[config.mk]
export PLATFORM = sky130hd
export DESIGN_NAME = sseg_scan_decoder_flat
export DESIGN_NICKNAME = d
export VERILOG_FILES = /design/src/rtl/sseg_scan_if.sv /design/src/rtl/sseg_scan_decoder.sv /design/src/flat_wrapper.sv
export SDC_FILE = /design/constraint.sdc
export NUM_CORES = 1
export LEC_CHECK = 0
export BUFFER_PORTS_ARGS = -buffer_cell sky130_fd_sc_hd__buf_2
export CELL_PAD_IN_SITES_DETAIL_PLACEMENT = 0
export CELL_PAD_IN_SITES_GLOBAL_PLACEMENT = 1
export CORE_MARGIN = 8
export CORE_UTILIZATION = 46
export CTS_CLUSTER_SIZE = 8
export DETAILED_ROUTE_END_ITERATION = 7
export GPL_TIMING_DRIVEN = 1
export HOLD_SLACK_MARGIN = 0.05
export PLACE_DENSITY_LB_ADDON = 0.1
export SYNTH_ARGS = -nofsm -noshare
export SYNTH_HDL_FRONTEND = slang
export SYNTH_SLANG_ARGS = --single-unit
[constraint.sdc]
create_clock -name clk -period 5.42 [get_ports clk]
set_input_delay 0.271 -clock clk [delete_from_list [all_inputs] [get_ports clk]]
set_output_delay 0.271 -clock clk [all_outputs]
set_load 0.005 [all_outputs]
[src/rtl/sseg_scan_if.sv]
// Multiplexed seven-segment display bus: active-low anodes and segments CA..CG.
// The master drives the display, the slave (scan decoder) only observes it.
interface sseg_scan_if;
  logic [3:0] AN;
  logic       CA;
  logic       CB;
  logic       CC;
  logic       CD;
  logic       CE;
  logic       CF;
  logic       CG;

  modport master (output AN, CA, CB, CC, CD, CE, CF, CG);
  modport slave  (input  AN, CA, CB, CC, CD, CE, CF, CG);
endinterface

[src/rtl/sseg_scan_decoder.sv]
// Loopback monitor for a multiplexed 4-digit seven-segment display: follows the anode
// scan, decodes each settled digit back to hex and publishes whole frames.
module sseg_scan_decoder #(
  parameter int SETTLE_CYCLES  = 4,
  parameter int TIMEOUT_CYCLES = 1_000_000
) (
  input  logic            clk,
  input  logic            rst,
  sseg_scan_if.slave      bus,
  output logic [3:0][3:0] digit_array,
  output logic [3:0]      blank_mask,
  output logic [13:0]     number,
  output logic            frame_valid,
  output logic            dec_error,
  output logic            an_error,
  output logic            stalled
);
  localparam int SW = (SETTLE_CYCLES > 1) ? $clog2(SETTLE_CYCLES) : 1;
  localparam int TW = $clog2(TIMEOUT_CYCLES);
  localparam logic [SW-1:0] SETTLE_MAX = SW'(SETTLE_CYCLES - 1);
  localparam logic [TW-1:0] TO_MAX     = TW'(TIMEOUT_CYCLES - 1);
  localparam logic [10:0]   SNAP_IDLE  = 11'h7FF;

  // Result layout: {error, blank, digit[3:0]}; input is active-high gfedcba.
  function automatic logic [5:0] decode_seg(input logic [6:0] p);
    case (p)
      7'h3F: decode_seg = 6'h00;
      7'h06: decode_seg = 6'h01;
      7'h5B: decode_seg = 6'h02;
      7'h4F: decode_seg = 6'h03;
      7'h66: decode_seg = 6'h04;
      7'h6D: decode_seg = 6'h05;
      7'h7D: decode_seg = 6'h06;
      7'h07: decode_seg = 6'h07;
      7'h7F: decode_seg = 6'h08;
      7'h6F: decode_seg = 6'h09;
      7'h77: decode_seg = 6'h0A;
      7'h7C: decode_seg = 6'h0B;
      7'h39: decode_seg = 6'h0C;
      7'h5E: decode_seg = 6'h0D;
      7'h79: decode_seg = 6'h0E;
      7'h71: decode_seg = 6'h0F;
      7'h00: decode_seg = 6'h10;
      default: decode_seg = 6'h20;
    endcase
  endfunction

  logic [10:0]      snap_q, snap_d, prev_q, prev_d;
  logic [SW-1:0]    settle_cnt_q, settle_cnt_d;
  logic             dwell_done_q, dwell_done_d;
  logic [TW-1:0]    to_cnt_q, to_cnt_d;
  logic             cap_last_q, cap_last_d;
  logic [3:0]       seen_q, seen_d;
  logic [3:0][3:0]  slot_digit_q, slot_digit_d;
  logic [3:0]       slot_blank_q, slot_blank_d;
  logic [3:0]       slot_err_q, slot_err_d;
  logic [3:0][3:0]  digit_array_q, digit_array_d;
  logic [3:0]       blank_mask_q, blank_mask_d;
  logic [13:0]      number_q, number_d;
  logic             frame_valid_q, frame_valid_d;
  logic             dec_error_q, dec_error_d;
  logic             an_error_q, an_error_d;
  logic             stalled_q, stalled_d;

  logic [3:0]  an_low;
  logic [3:0]  digit_big;
  logic [2:0]  zero_cnt;
  logic [1:0]  cap_idx;
  logic        changed, settle_hit, capture, frame_go, frame_bad;
  logic [5:0]  dec;
  logic [13:0] num_calc;

  assign an_low = ~snap_q[10:7];

  genvar gi;
  generate
    for (gi = 0; gi < 4; gi++) begin : g_big
      assign digit_big[gi] = (slot_digit_q[gi] > 4'd9);
    end
  endgenerate

  assign frame_bad = (|slot_err_q) | (|digit_big);
  assign num_calc  = 14'(slot_digit_q[3]) * 14'd1000 + 14'(slot_digit_q[2]) * 14'd100
                   + 14'(slot_digit_q[1]) * 14'd10 + 14'(slot_digit_q[0]);

  always_comb begin
    snap_d   = {bus.AN, bus.CG, bus.CF, bus.CE, bus.CD, bus.CC, bus.CB, bus.CA};
    prev_d   = snap_q;
    changed  = (snap_q != prev_q);
    zero_cnt = '0;
    cap_idx  = '0;
    for (int i = 0; i < 4; i++) begin
      zero_cnt = zero_cnt + {2'b00, an_low[i]};
      if (an_low[i]) cap_idx = 2'(i);
    end
    settle_hit = !changed && (settle_cnt_q == SETTLE_MAX) && !dwell_done_q;
    capture    = settle_hit && (zero_cnt == 3'd1);
    an_error_d = settle_hit && (zero_cnt > 3'd1);

    if (changed)                        settle_cnt_d = '0;
    else if (settle_cnt_q != SETTLE_MAX) settle_cnt_d = settle_cnt_q + 1'b1;
    else                                settle_cnt_d = settle_cnt_q;
    // Every settled dwell is consumed once, including blanking and multi-anode ones.
    dwell_done_d = changed ? 1'b0 : (dwell_done_q | settle_hit);

    dec        = decode_seg(~snap_q[6:0]);
    frame_go   = cap_last_q && (seen_q == 4'hF);
    cap_last_d = capture;

    seen_d        = seen_q;
    slot_digit_d  = slot_digit_q;
    slot_blank_d  = slot_blank_q;
    slot_err_d    = slot_err_q;
    digit_array_d = digit_array_q;
    blank_mask_d  = blank_mask_q;
    number_d      = number_q;
    dec_error_d   = dec_error_q;
    frame_valid_d = frame_go;
    stalled_d     = stalled_q;
    to_cnt_d      = to_cnt_q;

    if (frame_go) begin
      digit_array_d = slot_digit_q;
      blank_mask_d  = slot_blank_q;
      dec_error_d   = frame_bad;
      number_d      = frame_bad ? 14'd0 : num_calc;
      seen_d        = '0;
      slot_err_d    = '0;
    end

    if (capture) begin
      to_cnt_d  = '0;
      stalled_d = 1'b0;
    end else if (to_cnt_q == TO_MAX) begin
      stalled_d = 1'b1;
      seen_d    = '0;
    end else begin
      to_cnt_d = to_cnt_q + 1'b1;
    end

    if (capture) begin
      slot_digit_d[cap_idx] = dec[3:0];
      slot_blank_d[cap_idx] = dec[4];
      slot_err_d[cap_idx]   = dec[5];
      seen_d[cap_idx]       = 1'b1;
    end
  end

  always_ff @(posedge clk) begin
    if (rst) begin
      snap_q        <= SNAP_IDLE;
      prev_q        <= SNAP_IDLE;
      settle_cnt_q  <= '0;
      dwell_done_q  <= 1'b0;
      to_cnt_q      <= '0;
      cap_last_q    <= 1'b0;
      seen_q        <= '0;
      slot_digit_q  <= '0;
      slot_blank_q  <= '0;
      slot_err_q    <= '0;
      digit_array_q <= '0;
      blank_mask_q  <= '0;
      number_q      <= '0;
      frame_valid_q <= 1'b0;
      dec_error_q   <= 1'b0;
      an_error_q    <= 1'b0;
      stalled_q     <= 1'b0;
    end else begin
      snap_q        <= snap_d;
      prev_q        <= prev_d;
      settle_cnt_q  <= settle_cnt_d;
      dwell_done_q  <= dwell_done_d;
      to_cnt_q      <= to_cnt_d;
      cap_last_q    <= cap_last_d;
      seen_q        <= seen_d;
      slot_digit_q  <= slot_digit_d;
      slot_blank_q  <= slot_blank_d;
      slot_err_q    <= slot_err_d;
      digit_array_q <= digit_array_d;
      blank_mask_q  <= blank_mask_d;
      number_q      <= number_d;
      frame_valid_q <= frame_valid_d;
      dec_error_q   <= dec_error_d;
      an_error_q    <= an_error_d;
      stalled_q     <= stalled_d;
    end
  end

  assign digit_array = digit_array_q;
  assign blank_mask  = blank_mask_q;
  assign number      = number_q;
  assign frame_valid = frame_valid_q;
  assign dec_error   = dec_error_q;
  assign an_error    = an_error_q;
  assign stalled     = stalled_q;
endmodule
[src/flat_wrapper.sv]
// flat-port wrapper written by rule: the top's interface ports become plain ports
module sseg_scan_decoder_flat 
#(
  parameter int SETTLE_CYCLES  = 4,
  parameter int TIMEOUT_CYCLES = 1_000_000
)
  (clk, rst, digit_array, blank_mask, number, frame_valid, dec_error, an_error, stalled, bus_AN, bus_CA, bus_CB, bus_CC, bus_CD, bus_CE, bus_CF, bus_CG);
  sseg_scan_if bus_i ();
  input  logic clk;
  input  logic rst;
  output logic [3:0][3:0] digit_array;
  output logic [3:0] blank_mask;
  output logic [13:0] number;
  output logic frame_valid;
  output logic dec_error;
  output logic an_error;
  output logic stalled;
  input wire logic [$bits(bus_i.AN)-1:0] bus_AN;
  input wire logic [$bits(bus_i.CA)-1:0] bus_CA;
  input wire logic [$bits(bus_i.CB)-1:0] bus_CB;
  input wire logic [$bits(bus_i.CC)-1:0] bus_CC;
  input wire logic [$bits(bus_i.CD)-1:0] bus_CD;
  input wire logic [$bits(bus_i.CE)-1:0] bus_CE;
  input wire logic [$bits(bus_i.CF)-1:0] bus_CF;
  input wire logic [$bits(bus_i.CG)-1:0] bus_CG;
  assign bus_i.AN = bus_AN;
  assign bus_i.CA = bus_CA;
  assign bus_i.CB = bus_CB;
  assign bus_i.CC = bus_CC;
  assign bus_i.CD = bus_CD;
  assign bus_i.CE = bus_CE;
  assign bus_i.CF = bus_CF;
  assign bus_i.CG = bus_CG;
  sseg_scan_decoder #(.SETTLE_CYCLES(SETTLE_CYCLES), .TIMEOUT_CYCLES(TIMEOUT_CYCLES)) u_core (.clk(clk), .rst(rst), .bus(bus_i), .digit_array(digit_array), .blank_mask(blank_mask), .number(number), .frame_valid(frame_valid), .dec_error(dec_error), .an_error(an_error), .stalled(stalled));
endmodule
==> After elaboration in Yosys (flattened, before gate mapping) <==
Index checks and enable logic that the tools add are counted.
{ "word_totals": {"register_bits": 112, "out_inout_bits": 38} }
{ "op_classes": {"muxes": 18, "order_cmp": 7, "reduce_logical": 13, "add_sub_neg": 8, "n_mul": 3, "bitwise": 5, "eq_ne": 22} }
{ "op_table": {"columns": ["op", "n"], "rows": [
  ["case mux 6 bit (17 select lines)", 1],
  ["equality test 7 bit, second input constant", 12],
  ["two-way mux 4 bit", 7],
  ["adder 20 x 1 -> 20 bit, second input constant", 1],
  ["equality test 20 bit, second input constant", 1],
  ["bitwise mux 16 bit", 1],
  ["> comparator 4 bit, second input constant", 4],
  ["adder 14 x 11 -> 14 bit", 1],
  ["adder 14 x 4 -> 14 bit", 1],
  ["adder 14 x 8 -> 14 bit", 1],
  ["equality test 7 x 3 -> 1 bit, second input constant", 2],
  ["equality test 7 x 6 -> 1 bit, second input constant", 2],
  ["two-way mux 14 bit", 1],
  ["multiplier 4 x 7 -> 11 bit, second input constant", 1],
  ["inequality test 11 bit", 1],
  ["multiplier 4 x 5 -> 9 bit, second input constant", 1],
  ["bitwise mux 4 bit", 2],
  ["demux 4 bit (select 2 bit)", 1],
  ["OR reduction 4 bit", 2],
  ["logical NOT 7 bit", 1],
  ["multiplier 4 x 3 -> 7 bit, second input constant", 1],
  ["inverter 7 bit", 1],
  ["adder 3 x 1 -> 3 bit", 2],
  ["logical AND 1 bit", 6],
  ["other kinds (17)", 22]
]} }

==> Longest topological paths before layout <==
{ "logic_depth": {"word_depth": 10, "mapped_depth": 18} }

==> Least setup slack after synthesis <==
No wires, ideal clock.
{ "synth_timing": {"path_type": "flip-flop to flip-flop", "start": "register u_core.slot_digit_q[14] (netlist bit)", "end": "register u_core.number_q[13], in the netlist u_core.number[13]", "arrival_ns": 4.220, "setup_ns": 0.117, "setup_slack_ns": 1.083, "path_stages_with_launch": 19, "path_cell_list": "dfxtp_1 fa_1 inv_1 fa_1 inv_1 ha_1 nor2b_1 o21ai_0 nand2_1 xnor2_1 ha_1 ha_1 ha_1 a21oi_1 a21oi_1 a211oi_1 xnor2_1 xnor2_1 a22o_1"} }
{ "synth_via": {"elab_chain_len": 5, "elab_cells_between_ends": 8, "classes_between": "add/sub (3); mul (1); order compare (1); mux (1); bitwise (1); reduce/logical (1)"} }
{ "synth_lines": {"columns": ["element", "line", "rtl"], "rows": [
  ["from (decl)", "sseg_scan_decoder.sv:54", "logic [3:0][3:0] slot_digit_q, slot_digit_d;"],
  ["from (signal assigned)", "sseg_scan_decoder.sv:176", "slot_digit_q <= slot_digit_d;"],
  ["multiplier 4 x 7 -> 11 bit", "sseg_scan_decoder.sv:83", "assign num_calc = 14'(slot_digit_q[3]) * 14'd1000 + 14'(slot_digit_q[2]) * 14'd100"],
  ["adder 14 x 11 -> 14 bit", "sseg_scan_decoder.sv:83", null],
  ["adder 14 x 8 -> 14 bit", "sseg_scan_decoder.sv:84", "+ 14'(slot_digit_q[1]) * 14'd10 + 14'(slot_digit_q[0]);"],
  ["adder 14 x 4 -> 14 bit", "sseg_scan_decoder.sv:84", null],
  ["two-way mux 14 bit (*)", "sseg_scan_decoder.sv:126", "number_d = frame_bad ? 14'd0 : num_calc;"],
  ["to (signal assigned)", "sseg_scan_decoder.sv:181", "number_q <= number_d;"],
  ["to (decl)", "sseg_scan_decoder.sv:59", "logic [13:0] number_q, number_d;"]
]} }
Mark *: on every way between the ends. The rest lies on a longest branch, timed or not.
A chain may end at the register's enable or synchronous reset.

==> Worst setup path after layout <==
Ends and elaborated chain as after synthesis.

==> results.cfg <==
[timing]
min_period_ns = 4.66
post-route-period-util_pct = 85.9
rsz0062_at_grt = false
drv_slew = 0
finalHoldViolations = 0
max-slew-margin-rel_pct = 43.4
worstMarginPinSlew_ns = 0.849
setup_violations = 0
finClkSkew_ns = 0.0102
tns_ns = 0
max_freq_mhz = 215
whs_ns = 0.0844

[power]
p_comb_share_pct = 3.6
vdd_drop_max_uv = 190
swShare_pct = 23.5
p_leak_nw = 3.12
power.density_mw_per_mm2 = 235
p_clk_share_pct = 43.6
p_int_mw = 1.23
power_switching_mw = 0.377
seqPwrFrac_pct = 52.8

[cells_and_area]
final_nets = 819
diodes = 0
filler_cell_count = 1282
design_area_mm2 = 0.00682
final_util_pct = 51.9
area_growth_pct = 11.4
drive_gt1_share_pct = 12.7
stdcell_count = 909

[logic_synthesis]
async_flop_share_pct = 0
synth_most_common_cell = dfxtp_1
synth_top_area_share_pct = 36.6
yosys_warnings = 0
syn_inst = 694
ys_types = 47
synth-main-ff-cell = dfxtp_1
syn_nets = 785
avgSynthCellArea_um2 = 8.82
synth_commonest_cells = 112 x dfxtp_1, 78 x nor2_1, 75 x nand2_1, 60 x ha_1, 48 x inv_1
ys_seq_elements = 112
netlist_area_mm2 = 0.00612
seq_area_frac_synth_pct = 36.6
synth_area_leaders = dfxtp_1 37%, ha_1 12%, fa_1 5.9%
yosysTopAreaCell = dfxtp_1
synth-edff-count = 0

[routing]
drc = 0
drt-total-wl_mm = 13.5
antenna_left = 0
dr.pass1.iters = 4
post_drt_wl_per_cell_um = 14.8
num_vias = 4724
vias_per_cell = 5.20
drtIter0Drc = 170

[floorplanning]
io_pins = 51
initial_core_util_pct = 46.6
die_area_mm2 = 0.0173
die_y_um = 131
fp.dieW_um = 131
row_count = 42
core_mm2 = 0.0131

[min_path]
hold_depth = 2
hold_path.class = input pin to flop

[run]
maxCapViolations = 0

[placed_design]
place_inst = 893
gp_congestion = 0.778
hpwl_mm = 10.2
place_area_mm2 = 0.00651
port_buffers = 50

[setup_path]
cp_data_arrival_time_ns = 4.91
crit_path_end_kind = flop
critPathKind = flop to flop
cp-start-kind = flop
cp_max_fo = 8
ff2ff_path_depth = 18
critPathRequiredTime_ns = 5.67

[clock_network]
cts_tree = built
numCtsBuffers = 9
path_clk_slew_ns = 0.08
cts_hold_buf = 0
post_cts_resized = 0
clockRootBuffer = clkbuf_16
postCtsSetupRepairBufs = 0
clock-sinks = 112
insertion_delay_ns = 0.36
clockBufferDepth = 2
cts_htree_levels = 3

[global_routing]
grt_pass1_vias = 4620
grt_start_max_net_pins = 80
overflow = 0
grt_pass1_wl_mm = 22.7
grtUsageTotal_pct = 15.8
antenna_found_initial = 0

[run_status]
status = finished, final reports clean
cells in the final DEF, fill, tap and decap left out, types with 4 or more instances in the layout:
master / count
dfxtp_1: 112
nor2_1: 78
nand2_1: 75
ha_1: 60
buf_2: 50
inv_1: 48
a21oi_1: 42
xnor2_1: 30
nand3_1: 22
xor2_1: 20
or2_2: 19
fa_1: 18
mux2i_1: 14
o21ai_0: 12
nor3_1: 12
a211oi_1: 12
a22oi_1: 12
and3_1: 11
clkbuf_16: 9
nor2b_1: 7
nand4_1: 7
a21o_1: 6
a22o_1: 4
o31ai_1: 4
buf_4: 4
cell families after synthesis:
logic type | count (synthesis) | share of synthesized area (%)
AOI/OAI and AO/OA | 101 | 10.2
xor gates and xnor gates | 50 | 7.15
adders and majority gates | 78 | 18.1
buffers and inverters | 79 | 4.97
DFF | 112 | 36.6
muxes | 14 | 2.29
and+or+nand+nor | 260 | 20.6
worst max-delay path, stage by stage, from the launching register on:
cell and delay (ns):
dfxtp_1 0.42, fa_1 0.62, inv_1 0.10, fa_1 0.50
inv_1 0.04, ha_1 0.33, nor2b_1 0.15, o21ai_0 0.19
nand2_1 0.10, xnor2_1 0.13, ha_1 0.28, ha_1 0.29
ha_1 0.37, a21oi_1 0.21, a21oi_1 0.10, a211oi_1 0.25
xnor2_1 0.17, xnor2_1 0.09, a22o_1 0.20
registers in the layout (all words and copies together), names as in the netlist:
register             cells
u_core.an_error          1
u_core.blank_mask        4
u_core.cap_last_q        1
u_core.dec_error         1
u_core.digit_array      16
u_core.dwell_done_q      1
u_core.frame_valid       1
u_core.number           14
u_core.prev_d           11
u_core.prev_q           11
u_core.seen_q            4
u_core.settle_cnt_q      2
u_core.slot_blank_q      4
u_core.slot_digit_q     16
u_core.slot_err_q        4
u_core.stalled           1
u_core.to_cnt_q         20
final timing paths:
path | startpoint | to | slack [ns]
worst max-delay path | u_core.slot_digit_q[14] | u_core.number[13] | 0.76
worst max register to register | u_core.slot_digit_q[14] | u_core.number[13] | 0.76
worst min-delay path | bus_CB | u_core.prev_d[1] | 0.08
worst min register to register | u_core.digit_array[10] | u_core.digit_array[10] | 0.45
power groups by stage:
stage	combinational, mW	clock [mW]	sequential (mW)
floorplan	0.0519	0	0.856
global placement	0.0559	0	0.865
detailed placement	0.0580	0	0.866
CTS	0.0582	0.720	0.846
global route	0.0645	0.757	0.849
finish	0.0572	0.700	0.847
stage by stage:
stage | power (mW) | setup slack [ns]
final | 1.60 | 0.763
after CTS | 1.62 | 0.749
after global placement | 0.921 | 0.893
after floorplan | 0.908 | 1.08
after detailed placement | 0.924 | 0.759
after global routing | 1.67 | 0.491
final cells by class:
type                            count  area, um2  area share, %
Inverter                           48        180           2.64
Multi-Input combinational cell    503       3580           52.5
Sequential cell                   112       2240           32.9
Tap cell                          176        220           3.23
Timing Repair Buffer               54        280           4.11
Clock inverter                      7       88.8           1.30
Clock buffer                        9        225           3.30
per-layer routing:
layer / part of all wire (%) / GRT usage, % / vias up
met5: 0 / 0 / -
met3: 2.6 / 3.01 / 19
met2: 47 / 25.4 / 66
met1: 48 / 20.6 / 2235
li1: - / - / 2404
met4: 1.8 / 5.55 / 0
Note: power is estimated with default switching activity, not from simulation.
